[src/rtl/generateur_mesure.sv]
// Ultrasonic echo emulator: on an accepted start, drives one Mesure pulse of
// NbEff * CYCLES_PER_INCH cycles, framed by a fixed lead-in and trailing gap.
module generateur_mesure #(
  parameter int unsigned CYCLES_PER_INCH = 147,
  parameter int unsigned LEAD_CYCLES     = 16,
  parameter int unsigned GAP_CYCLES      = 64,
  parameter int unsigned NB_MIN          = 6,
  parameter int unsigned NB_MAX          = 254
) (
  input  logic       Clk,
  input  logic       Rst,
  input  logic       Start,
  input  logic [7:0] Nb,
  output logic       Mesure,
  output logic       Busy,
  output logic       Done,
  output logic [7:0] NbEff
);

  localparam logic [15:0] LEAD_LD = 16'(LEAD_CYCLES - 1);
  localparam logic [15:0] GAP_LD  = 16'(GAP_CYCLES - 1);
  localparam logic [7:0]  SUB_LD  = 8'(CYCLES_PER_INCH - 1);
  localparam logic [7:0]  MIN_V   = 8'(NB_MIN);
  localparam logic [7:0]  MAX_V   = 8'(NB_MAX);

  // IDLE wait start | LEAD low lead-in | PULSE echo high | GAP low tail
  typedef enum logic [1:0] {S_IDLE, S_LEAD, S_PULSE, S_GAP} state_t;

  state_t      r_state;
  logic        r_mesure;
  logic        r_busy;
  logic        r_done;
  logic [7:0]  r_nb_eff;
  logic [7:0]  r_sub;
  logic [7:0]  r_inch;
  logic [15:0] r_cnt;
  logic [7:0]  w_nb_clamped;

  always_comb begin
    w_nb_clamped = Nb;
    if (Nb < MIN_V)
      w_nb_clamped = MIN_V;
    else if (Nb > MAX_V)
      w_nb_clamped = MAX_V;
  end

  always_ff @(posedge Clk) begin
    if (Rst) begin
      r_state  <= S_IDLE;
      r_mesure <= 1'b0;
      r_busy   <= 1'b0;
      r_done   <= 1'b0;
      r_nb_eff <= 8'd0;
      r_sub    <= 8'd0;
      r_inch   <= 8'd0;
      r_cnt    <= 16'd0;
    end else begin
      r_done <= 1'b0;
      unique case (r_state)
        S_IDLE: begin
          if (Start) begin
            r_nb_eff <= w_nb_clamped;
            r_cnt    <= LEAD_LD;
            r_busy   <= 1'b1;
            r_state  <= S_LEAD;
          end
        end
        S_LEAD: begin
          if (r_cnt == 16'd0) begin
            r_sub    <= SUB_LD;
            r_inch   <= r_nb_eff;
            r_mesure <= 1'b1;
            r_state  <= S_PULSE;
          end else begin
            r_cnt <= r_cnt - 16'd1;
          end
        end
        S_PULSE: begin
          // r_inch counts inches still to emit, including the current one
          if (r_sub == 8'd0) begin
            if (r_inch <= 8'd1) begin
              r_mesure <= 1'b0;
              r_cnt    <= GAP_LD;
              r_state  <= S_GAP;
            end else begin
              r_inch <= r_inch - 8'd1;
              r_sub  <= SUB_LD;
            end
          end else begin
            r_sub <= r_sub - 8'd1;
          end
        end
        S_GAP: begin
          if (r_cnt == 16'd0) begin
            r_busy  <= 1'b0;
            r_done  <= 1'b1;
            r_state <= S_IDLE;
          end else begin
            r_cnt <= r_cnt - 16'd1;
          end
        end
        default: r_state <= S_IDLE;
      endcase
    end
  end

  assign Mesure = r_mesure;
  assign Busy   = r_busy;
  assign Done   = r_done;
  assign NbEff  = r_nb_eff;

endmodule

[config.mk]
export PLATFORM = sky130hd
export DESIGN_NAME = generateur_mesure
export DESIGN_NICKNAME = d
export VERILOG_FILES = /design/src/rtl/generateur_mesure.sv
export SDC_FILE = /design/constraint.sdc
export NUM_CORES = 1
export LEC_CHECK = 0
export BUFFER_PORTS_ARGS = -buffer_cell sky130_fd_sc_hd__buf_2
export CAP_MARGIN = 20
export CORE_MARGIN = 2
export CORE_UTILIZATION = 59
export DETAILED_ROUTE_END_ITERATION = 6
export GPL_ROUTABILITY_DRIVEN = 0
export HOLD_SLACK_MARGIN = 0.05
export PLACE_DENSITY = 0.89
export SLEW_MARGIN = 40
export SYNTH_ARGS = -nofsm -noshare
export SYNTH_HDL_FRONTEND = slang
export SYNTH_SLANG_ARGS = --single-unit
export TNS_END_PERCENT = 100
[constraint.sdc]
create_clock -name Clk -period 2.9 [get_ports Clk]
set_input_delay 0.29 -clock Clk [delete_from_list [all_inputs] [get_ports Clk]]
set_output_delay 0.29 -clock Clk [all_outputs]
set_load 0.02 [all_outputs]
; ---- Word-level counts from Yosys, hierarchy flattened
; Cells that the tools add are included.
[word_totals]
word_cells = 69
output_inout_bits = 11
register_bits = 45
[op_classes]
add_sub_neg = 3
reduce_logical = 14
n_bitwise = 1
n_eq_ne = 11
n_mux = 29
magnitude_cmp = 3
[op_table]
columns = op, count
row1 = $mux W16, 4
row2 = $mux W8, 8
row3 = $pmux W16 S3, 1
row4 = $pmux W8 S2, 2
row5 = $logic_not A16 Y1, 1
row6 = $sub A16 B1 Y16 const B, 1
row7 = $sub A8 B1 Y8 const B, 2
row8 = $ne A2 B2 Y1 const B, 7
row9 = $reduce_and A4 Y1, 3
row10 = $mux W2, 5
row11 = $gt A8 B8 Y1 const B, 1
row12 = $le A8 B1 Y1 const B, 1
row13 = $logic_not A8 Y1, 1
row14 = $lt A8 B3 Y1 const B, 1
row15 = $pmux W2 S4, 1
row16 = $mux W1, 6
row17 = $reduce_and A3 Y1, 2
row18 = $reduce_and A5 Y1, 1
row19 = $eq A2 B2 Y1 const B, 2
row20 = $pmux W1 S2, 2
row21 = $reduce_bool A2 Y1, 2
row22 = $reduce_or A2 Y1, 2
row23 = $ne A3 B3 Y1 const B, 1
row24 = $eq A2 B1 Y1 const B, 1
row25 = 3 further kinds, 3

; ---- Longest topological paths before layout
; Gate-level depths: netlist of run 1.
[depth]
word_depth = 4
depth_mapped = 10
depth_no_buf = 8

; ---- Worst setup path before layout of run 1
; OpenSTA, ideal clock, no wires.
[synth_timing]
path_kind = flip-flop to flip-flop
start = register r_cnt[0]
end = register r_inch[1]
t_arrival_ns = 2.248
period_less_slack_ns = 2.316
setup_slack_ns = 0.584
required_time_ns = 2.832
path_stages_with_launch = 10
setup_time_ns = 0.068
cell_sequence = dfxtp_1 > inv_1 > ha_1 > or4b_1 > buf_2 > o41ai_4 > o21ai_2 > a21oi_4 > o211ai_2 > a21oi_2
[synth_via]
elab_chain_len = 3
[synth_lines]
columns = element, line_no
row1 = "start, declared", 36  ; logic [15:0] r_cnt;
row2 = "start signal, assigned", 75  ; r_cnt <= r_cnt - 16'd1;
row3 = "start signal, assigned", 99  ; r_cnt <= r_cnt - 16'd1;
row4 = $logic_not A16 Y1, 69  ; if (r_cnt == 16'd0) begin
row5 = $ne A2 B2 Y1 (no source line), --
row6 = $reduce_and A4 Y1 (no source line), --
row7 = "end signal, assigned", 71  ; r_inch <= r_nb_eff;
row8 = "end signal, assigned", 86  ; r_inch <= r_inch - 8'd1;
row9 = "end, declared", 35  ; logic [7:0] r_inch;
; No other way between the ends.
; A chain may end at the register's enable or synchronous reset.

; ---- Final worst setup path of run 1
; Ends and elaborated chain as after synthesis.

==> flow_metrics.tcl, run 1 <==
set metrics [dict create \
    grt_pass1_wl_um 10200 \
    synth_top_area_share_pct 35.6 \
    dieHeight_um 69.5 \
    worst_hold_path_type "in2reg" \
    worstPathRequired_ns 3.14 \
    place_inst 383 \
    fin_area_mm2 0.00276 \
    slew_viol_final 0 \
    grt_util_met1_pct 33.2 \
    hold_buffers 0 \
    grt_remaining_overflow 0 \
    power-per-cell-area_mw_per_mm2 1260 \
    dp_hpwl_um 4150 \
    diodes 0 \
    nets 361 \
    numCtsBuffers 5 \
    clk_latency_ns 0.31 \
    netlist_area_mm2 0.00253 \
    netlist_instances 323 \
    start_util_pct 62.3 \
    ctsResizeCount 0 \
    peakVddDrop_mv 0.866 \
    fin_tns_setup_ns 0 \
    first_pass_iters 5 \
    met2_usage_pct 42.0 \
    cp.arrival_ns 2.90 \
    syn_area_per_cell_um2 7.82 \
    finalHoldViolCount 0 \
    period_needed_ns 2.66 \
    fp-row-count 23 \
    synth_edf_count 0 \
    leakagePower_nw 1.07 \
    fin_skew_ns 0.00987 \
    cp-start-kind "flop" \
    wl_per_cell_um 15.0 \
    utilization_pct 68.0 \
    ios 22 \
    core_region_area_mm2 0.00406 \
    cts-root-buf "clkbuf_8" \
    setup_viol 0 \
    viasPerCell 6.25 \
    grt_setup_unrepaired "no" \
    drive_gt1_share_pct 13.5 \
    outcome "complete, no violations" \
    cts_setup_buffers 0 \
    critPathKind "reg2reg" \
    drtIter0Drc 162 \
    synth_area_leader_cell "dfxtp_1" \
    yosysMostFrequentCell "dfxtp_1" \
    area_growth_pct 9.16 \
    ys_ff_latch 45 \
    grt_pass1_vias 2278 \
    synth_warnings 0 \
    grt_max_degree 41 \
    cp_max_fo 8 \
    yosysSeqAreaShare_pct 35.6 \
    cts_sinks 45 \
    busiest_layer "met2" \
    post-route-drc-count 0 \
    ys_top_cells_by_area "dfxtp_1 36%, nor2_1 6.1%, nand2_1 5.6%" \
    routed_wl_um 5860 \
    fmax_mhz 376 \
    hold-worst-slack_ns 0.240 \
    port_buffers 21 \
    cp-end-kind "flop" \
    maxCapViolations 0 \
    clkTransAtPathRegs_ns 0.09 \
    relSlewSlack_pct 51.2 \
    die_x_um 69.5 \
    synth_common_cells "45 x dfxtp_1, 41 x nor2_1, 38 x nand2_1, 27 x a21oi_1, 20 x o21ai_0" \
    worstMarginPinSlew_ns 0.732 \
    antenna_found_initial 0 \
    vias 2443 \
    place_area_mm2 0.00266 \
    synth-async-reset-ratio_pct 0 \
    syn_nets 344 \
    ant_nets 0 \
    clk_path_buf_depth 2 \
    cts_tree "done" \
    layout.cells.non_filler 391 \
    period_share_pct 91.8 \
    synthDistinctLibCells 52 \
    htree_levels 2 \
    fp.dieArea_mm2 0.00482 \
    grtUsageMet3_pct 4.65 \
    ys.flop_type "dfxtp_1" \
    grt_usage_pct 25.6 \
]
registers in the layout, indices dropped and copies added (netlist names):
name     flops
NbEff        8
r_sub        8
r_state      2
Mesure       1
r_cnt       16
Busy         1
Done         1
r_inch       8
cells by family after synthesis:
logic type / after synthesis / share of synthesized area, %
muxes: 4 / 1.58
buffers and inverters: 26 / 4.31
xor gates and xnor gates: 10 / 3.47
and+or+nand+nor: 148 / 28.8
DFF: 45 / 35.6
AOI/OAI and AO/OA: 80 / 21.2
adders and majority gates: 10 / 4.95
per-layer routing:
metal | wire (um) | up-vias
met5 | 0 | -
met4 | 117 | 0
met3 | 390 | 12
met2 | 2810 | 105
met1 | 2540 | 1132
li1 | - | 1194
power by group:
group          switching [mW]  internal [mW]
clock                   0.223          0.216
combinational            1.30          0.753
sequential              0.183          0.802
through the flow:
| stage | total power [mW] | setup WS, ns |
|---|---|---|
| detailed placement | 3.00 | 0.294 |
| CTS | 3.45 | 0.269 |
| global placement | 2.94 | 0.381 |
| global route | 3.76 | 0.0965 |
| finish | 3.48 | 0.238 |
| floorplan | 2.57 | 0.584 |
critical path, stage by stage, from the launching register on:
cell	delay, ns
dfxtp_1	0.34
inv_1	0.09
ha_1	0.21
or4b_1	0.60
o41ai_4	0.54
o21ai_2	0.24
a21oi_4	0.30
o211ai_2	0.15
a21oi_2	0.13
cells in the final DEF, fill, tap and decap left out, types with 2 or more instances in the layout:
cell type / instances
buf_2: 21
a211oi_1: 4
mux2i_1: 4
nor3_1: 13
nand4_1: 7
inv_1: 11
nand2_1: 38
nor4_1: 7
nand4b_1: 2
and3_1: 2
o211ai_1: 2
xor2_1: 10
clkbuf_8: 7
a31oi_1: 6
a32oi_1: 2
or4_1: 3
dfxtp_1: 45
a2111oi_0: 2
nor2_1: 41
ha_1: 10
buf_4: 4
nand3_1: 13
nor2b_1: 2
a21oi_1: 27
or3_1: 5
a32o_1: 2
o21ai_0: 20
nand2b_1: 5
o32ai_1: 2
or2_2: 2
cell type report:
class	count	area, um2
Timing Repair Buffer	25	135
Inverter	11	41.3
Fill cell	317	1300
Tap cell	50	62.6
Clock buffer	7	96.3
Clock inverter	1	5.00
Sequential cell	45	901
Multi-Input combinational cell	252	1520
final timing paths:
check	start	endpoint	slack, ns	cells past startpoint
worst max-delay path	r_cnt[0]	r_inch[1]	0.24	8
worst min-delay path	Nb[3]	NbEff[3]	0.24	3
worst max register to register	r_cnt[0]	r_inch[1]	0.24	8
worst min register to register	NbEff[3]	NbEff[3]	0.48	2
Power figures use the tool's default switching activity.
==> run 2: changes to the inputs <==
- BUFFER_PORTS_ARGS: -buffer_cell sky130_fd_sc_hd__buf_2 -> unset
- CORE_UTILIZATION: 59 -> 60
- DONT_BUFFER_PORTS: unset -> 1
- PLACE_DENSITY: 0.89 -> 0.86
==> run 2 against run 1 <==
Cell count down 4.6%. Cell area shrank 2.7%. Routed wire length grew 5.6%. Via count shrank 1.7%. Critical path depth stayed put. Utilization fell by 1.3 points. Critical endpoint unchanged. Highest routed layer unchanged.
==> flow_metrics.tcl, run 2 (same netlist as run 1, synthesis figures left out) <==
set metrics [dict create \
    outcome "complete, no violations" \
    grtUsageMet3_pct 6.66 \
    cp-start-kind "flop" \
    grt_pass1_wl_um 9950 \
    drtIter0Drc 198 \
    cts_setup_buffers 0 \
    cp-end-kind "flop" \
    r2r.worst_path.cells 8 \
    dp_hpwl_um 3860 \
    finalHoldViolCount 0 \
    die_x_um 68.9 \
    power_mw 3.43 \
    grt_usage_pct 28.0 \
    fin_tns_setup_ns 0 \
    antenna_found_initial 0 \
    critPathKind "reg2reg" \
    cts-root-buf "clkbuf_8" \
    hold-path-endpoint "r_cnt[6]" \
    peakVddDrop_mv 0.767 \
    dieHeight_um 68.9 \
    grt_util_met1_pct 39.2 \
    wl_per_cell_um 16.6 \
    diodes 0 \
    layout_commonest_cell "dfxtp_1" \
    cp.arrival_ns 2.87 \
    grt_remaining_overflow 0 \
    core_region_area_mm2 0.00403 \
    busiest_layer "met2" \
    nets 344 \
    viasPerCell 6.44 \
    fmax_mhz 381 \
    slew_viol_final 0 \
    drive_gt1_share_pct 7.12 \
    worstPathRequired_ns 3.14 \
    clk_path_buf_depth 2 \
    hold_path_depth 1 \
    ant_nets 0 \
    largest_reg_flops 16 \
    ios 22 \
    r2r_end "r_inch[1]" \
    reg2reg_from "r_cnt[0]" \
    rrSetupSlack_ns 0.27 \
    port_buffers 0 \
    met2_usage_pct 42.3 \
    area_growth_pct 6.24 \
    numCtsBuffers 5 \
    first_pass_iters 5 \
    leakagePower_nw 0.984 \
    clk_latency_ns 0.30 \
    regMostFlops "r_cnt" \
    period_share_pct 90.6 \
    grt_max_degree 25 \
    cp_max_fo 8 \
    fp-row-count 23 \
    power-per-cell-area_mw_per_mm2 1280 \
    cts_sinks 45 \
    grt_setup_unrepaired "no" \
    start_util_pct 62.7 \
    worstHoldStart "Rst" \
    grt_pass1_vias 2149 \
    layout_common_cells "45 x dfxtp_1, 41 x nor2_1, 38 x nand2_1" \
    worst_hold_path_type "in2reg" \
    clkTransAtPathRegs_ns 0.09 \
    fin_skew_ns 0.00783 \
    vias 2402 \
    routed_wl_um 6190 \
    cts_tree "done" \
    htree_levels 2 \
    period_needed_ns 2.63 \
    post-route-drc-count 0 \
    setup_viol 0 \
    worstMarginPinSlew_ns 0.601 \
    fp.dieArea_mm2 0.00475 \
    maxCapViolations 0 \
    relSlewSlack_pct 59.6 \
]
[run 2: changes by cell type in the layout (fill, tap and decap cells not counted), sizes merged]
cell | before | now
clkbuf | 7 | 6
buf | 25 | 3
clkinvlp | 0 | 1
dlygate4sd3 | 0 | 5
clkinv | 1 | 0
[run 2: timing repair]
action / in CTS / in global routing
hold endpoints to repair: 10 / 9
hold buffers: 3 / 2
gates resized for setup: 0 / 0
[run 2: how the worst max path moves through the flow]
stage | startpoint | end | slack (ns) | cells after the start
2_1_floorplan | r_cnt[0] | r_inch[1] | 0.58 | 9
3_3_place_gp | r_cnt[0] | r_inch[1] | 0.39 | 8
3_5_place_dp | r_cnt[0] | r_inch[1] | 0.31 | 8
4_1_cts | r_cnt[0] | r_inch[1] | 0.30 | 8
5_1_grt | r_sub[2] | r_cnt[14] | 0.13 | 7
6_report | r_cnt[0] | r_inch[1] | 0.27 | 8
[run 2: power breakdown]
part | switching [mW] | internal, mW | total [mW] | leakage, nW
registers | 0.234 | 0.802 | 1.04 | 0.368
logic | 1.26 | 0.726 | 1.99 | 0.572
clock network | 0.212 | 0.189 | 0.400 | 0.0433
total | 1.71 | 1.72 | 3.43 | 0.984
[run 2: through the flow]
step / hold slack [ns] / utilization [%] / std cells / setup slack [ns] / area, um2
5_1_grt: 0.0502 / 66.6 / 373 / 0.134 / 2690
4_1_cts: 0.0505 / 66.1 / 371 / 0.295 / 2670
3_5_place_dp: 0.366 / 63.2 / 361 / 0.313 / 2540
3_3_place_gp: 0.360 / 63.2 / 361 / 0.388 / 2540
2_1_floorplan: 0.426 / - / 323 / 0.584 / 2530
6_report: 0.0549 / 66.6 / 373 / 0.273 / 2690
[run 2: cell type report]
| cell class | instances | area (um2) |
|---|---|---|
| Timing Repair Buffer | 8 | 72.6 |
| Sequential cell | 45 | 901 |
| Multi-Input combinational cell | 252 | 1520 |
| Tap cell | 50 | 62.6 |
| Fill cell | 334 | 1340 |
| Inverter | 11 | 41.3 |
| Clock inverter | 1 | 7.51 |
| Clock buffer | 6 | 82.6 |
[run 2: critical path, cell delays in order (launching register included)]
cell	delay, ns
dfxtp_1	0.33
inv_1	0.08
ha_1	0.19
or4b_1	0.60
o41ai_4	0.55
o21ai_2	0.23
a21oi_4	0.30
o211ai_2	0.14
a21oi_2	0.14
[run 2: per-layer routing]
| metal | part of all wire (%) | wire [um] |
|---|---|---|
| met2 | 45 | 2780 |
| met4 | 2.1 | 131 |
| met1 | 44 | 2710 |
| met5 | 0 | 0 |
| met3 | 9.0 | 558 |
==> run 3: changes to the inputs <==
- CTS_BUF_LIST: unset -> sky130_fd_sc_hd__clkbuf_4
==> run 3 against run 2 <==
Critical path depth is the same. Worst setup slack gained 0.012 ns. Cell count grew 0.27%. Utilization shrank 0.53 points. Clock skew grew 0.0088 ns.
==> flow_metrics.tcl, run 3 (same netlist as run 1, synthesis figures left out) <==
set metrics [dict create \
    outcome "complete, no violations" \
    cp.arrival_ns 2.93 \
    numCtsBuffers 5 \
    hold-path-endpoint "r_inch[0]" \
    period_needed_ns 2.61 \
    cts_sinks 45 \
    dieHeight_um 68.9 \
    relSlewSlack_pct 62.4 \
    r2r_end "r_inch[1]" \
    crit_family "compound AO/OA/AOI/OAI gates" \
    cpPeakStageDelay_ns 0.60 \
    cts_tree "done" \
    largest_reg_flops 16 \
    port_buffers 0 \
    cp_max_fo 8 \
    power-per-cell-area_mw_per_mm2 1230 \
    period_share_pct 90.2 \
    worst_hold_path_type "in2reg" \
    first_pass_iters 5 \
    rrSetupSlack_ns 0.29 \
    worstMarginPinSlew_ns 0.559 \
    routed_wl_um 5770 \
    place_worst_setup_slack_ns 0.313 \
    slew_viol_final 0 \
    maxCapViolations 0 \
    area_growth_pct 5.40 \
    fill_cells 322 \
    start_util_pct 62.7 \
    crit_chain "inv_1 -> ha_1 -> or4b_1 -> o41ai_4 -> o21ai_2 -> a21oi_4 -> o211ai_2 -> a21oi_2" \
    ctsResizeCount 0 \
    cts-root-buf "clkbuf_4" \
    grt_max_degree 37 \
    regMostFlops "r_cnt" \
    grt_pass1_wl_um 9660 \
    fin_tns_setup_ns 0 \
    grt_pass1_vias 2143 \
    die_x_um 68.9 \
    cts_setup_buffers 0 \
    dp_hpwl_um 3860 \
    post-route-drc-count 0 \
    core_region_area_mm2 0.00403 \
    finalHoldViolCount 0 \
    ios 22 \
    clk_latency_ns 0.37 \
    fin_skew_ns 0.0166 \
    clk_path_buf_depth 2 \
    reg2reg_from "r_cnt[0]" \
    fin_ws_ns 0.285 \
    power_mw 3.28 \
    setup_viol 0 \
    fmax_mhz 382 \
    layout_commonest_cell "dfxtp_1" \
    hold_path_depth 3 \
    grt_remaining_overflow 0 \
    worstHoldStart "Rst" \
    peakVddDrop_mv 0.642 \
    ant_nets 0 \
    worstPathRequired_ns 3.22 \
    drive_gt1_share_pct 7.10 \
    viasPerCell 6.33 \
    r2r.worst_path.cells 8 \
    nets 345 \
    leakagePower_nw 0.975 \
    grt_setup_unrepaired "no" \
    vias 2366 \
    drtIter0Drc 205 \
    diodes 0 \
    place_inst 361 \
    fp-row-count 23 \
    cp-end-kind "flop" \
    seqCellArea_um2 901 \
    critPathKind "reg2reg" \
    hold_buffers 6 \
    clkTransAtPathRegs_ns 0.14 \
    layout.cells.non_filler 374 \
    critPathBufInv 1 \
    multiInputGateArea_mm2 0.00152 \
    cp-start-kind "flop" \
    fp.dieArea_mm2 0.00475 \
    grt_usage_pct 27.0 \
    slowest_stage "or4b_1" \
    wl_per_cell_um 15.4 \
    layout_common_cells "45 x dfxtp_1, 41 x nor2_1, 38 x nand2_1" \
    antenna_found_initial 0 \
    htree_levels 2 \
]
run 3: final cells by class:
type | instances | area share [%]
timing repair buffer | 9 | 3.48
clock inverter | 2 | 0.423
tap | 50 | 2.35
sequential | 45 | 33.8
clock buffer | 5 | 1.41
multi-input combinational | 252 | 57.0
inverter | 11 | 1.55
run 3: metrics by stage:
stage	hold WS [ns]	cell area (um2)	utilization [%]
after floorplan	0.426	2530	-
after global placement	0.360	2540	63.2
after detailed placement	0.366	2540	63.2
after CTS	0.0715	2660	66.1
after global routing	0.0671	2660	66.1
final	0.0890	2660	66.1
run 3: worst min-delay path, delay by kind of cell:
kind               cells  cell delay (ns)
AOI/OAI and AO/OA      3             0.12
run 3: per-layer routing:
layer / GRT usage (%) / wire (um) / vias to the layer above
li1: - / - / 1163
met1: 37.5 / 2580 / 1086
met2: 41.6 / 2620 / 106
met3: 5.36 / 490 / 11
met4: 9.56 / 80 / 0
met5: 0 / 0 / -
run 3: how the worst max path moves through the flow:
stage          depth (start not counted)   endpoint     start  slack [ns]
6_report                               8  r_inch[1]  r_cnt[0]        0.29
5_1_grt                                7  r_cnt[14]  r_sub[2]        0.12
4_1_cts                                8  r_inch[1]  r_cnt[0]        0.30
3_5_place_dp                           8  r_inch[1]  r_cnt[0]        0.31
3_3_place_gp                           8  r_inch[1]  r_cnt[0]        0.39
2_1_floorplan                          9  r_inch[1]  r_cnt[0]        0.58
run 3: report_power, final:
part | switching (mW) | internal, mW
logic | 1.23 | 0.728
clock network | 0.199 | 0.0873
registers | 0.228 | 0.801
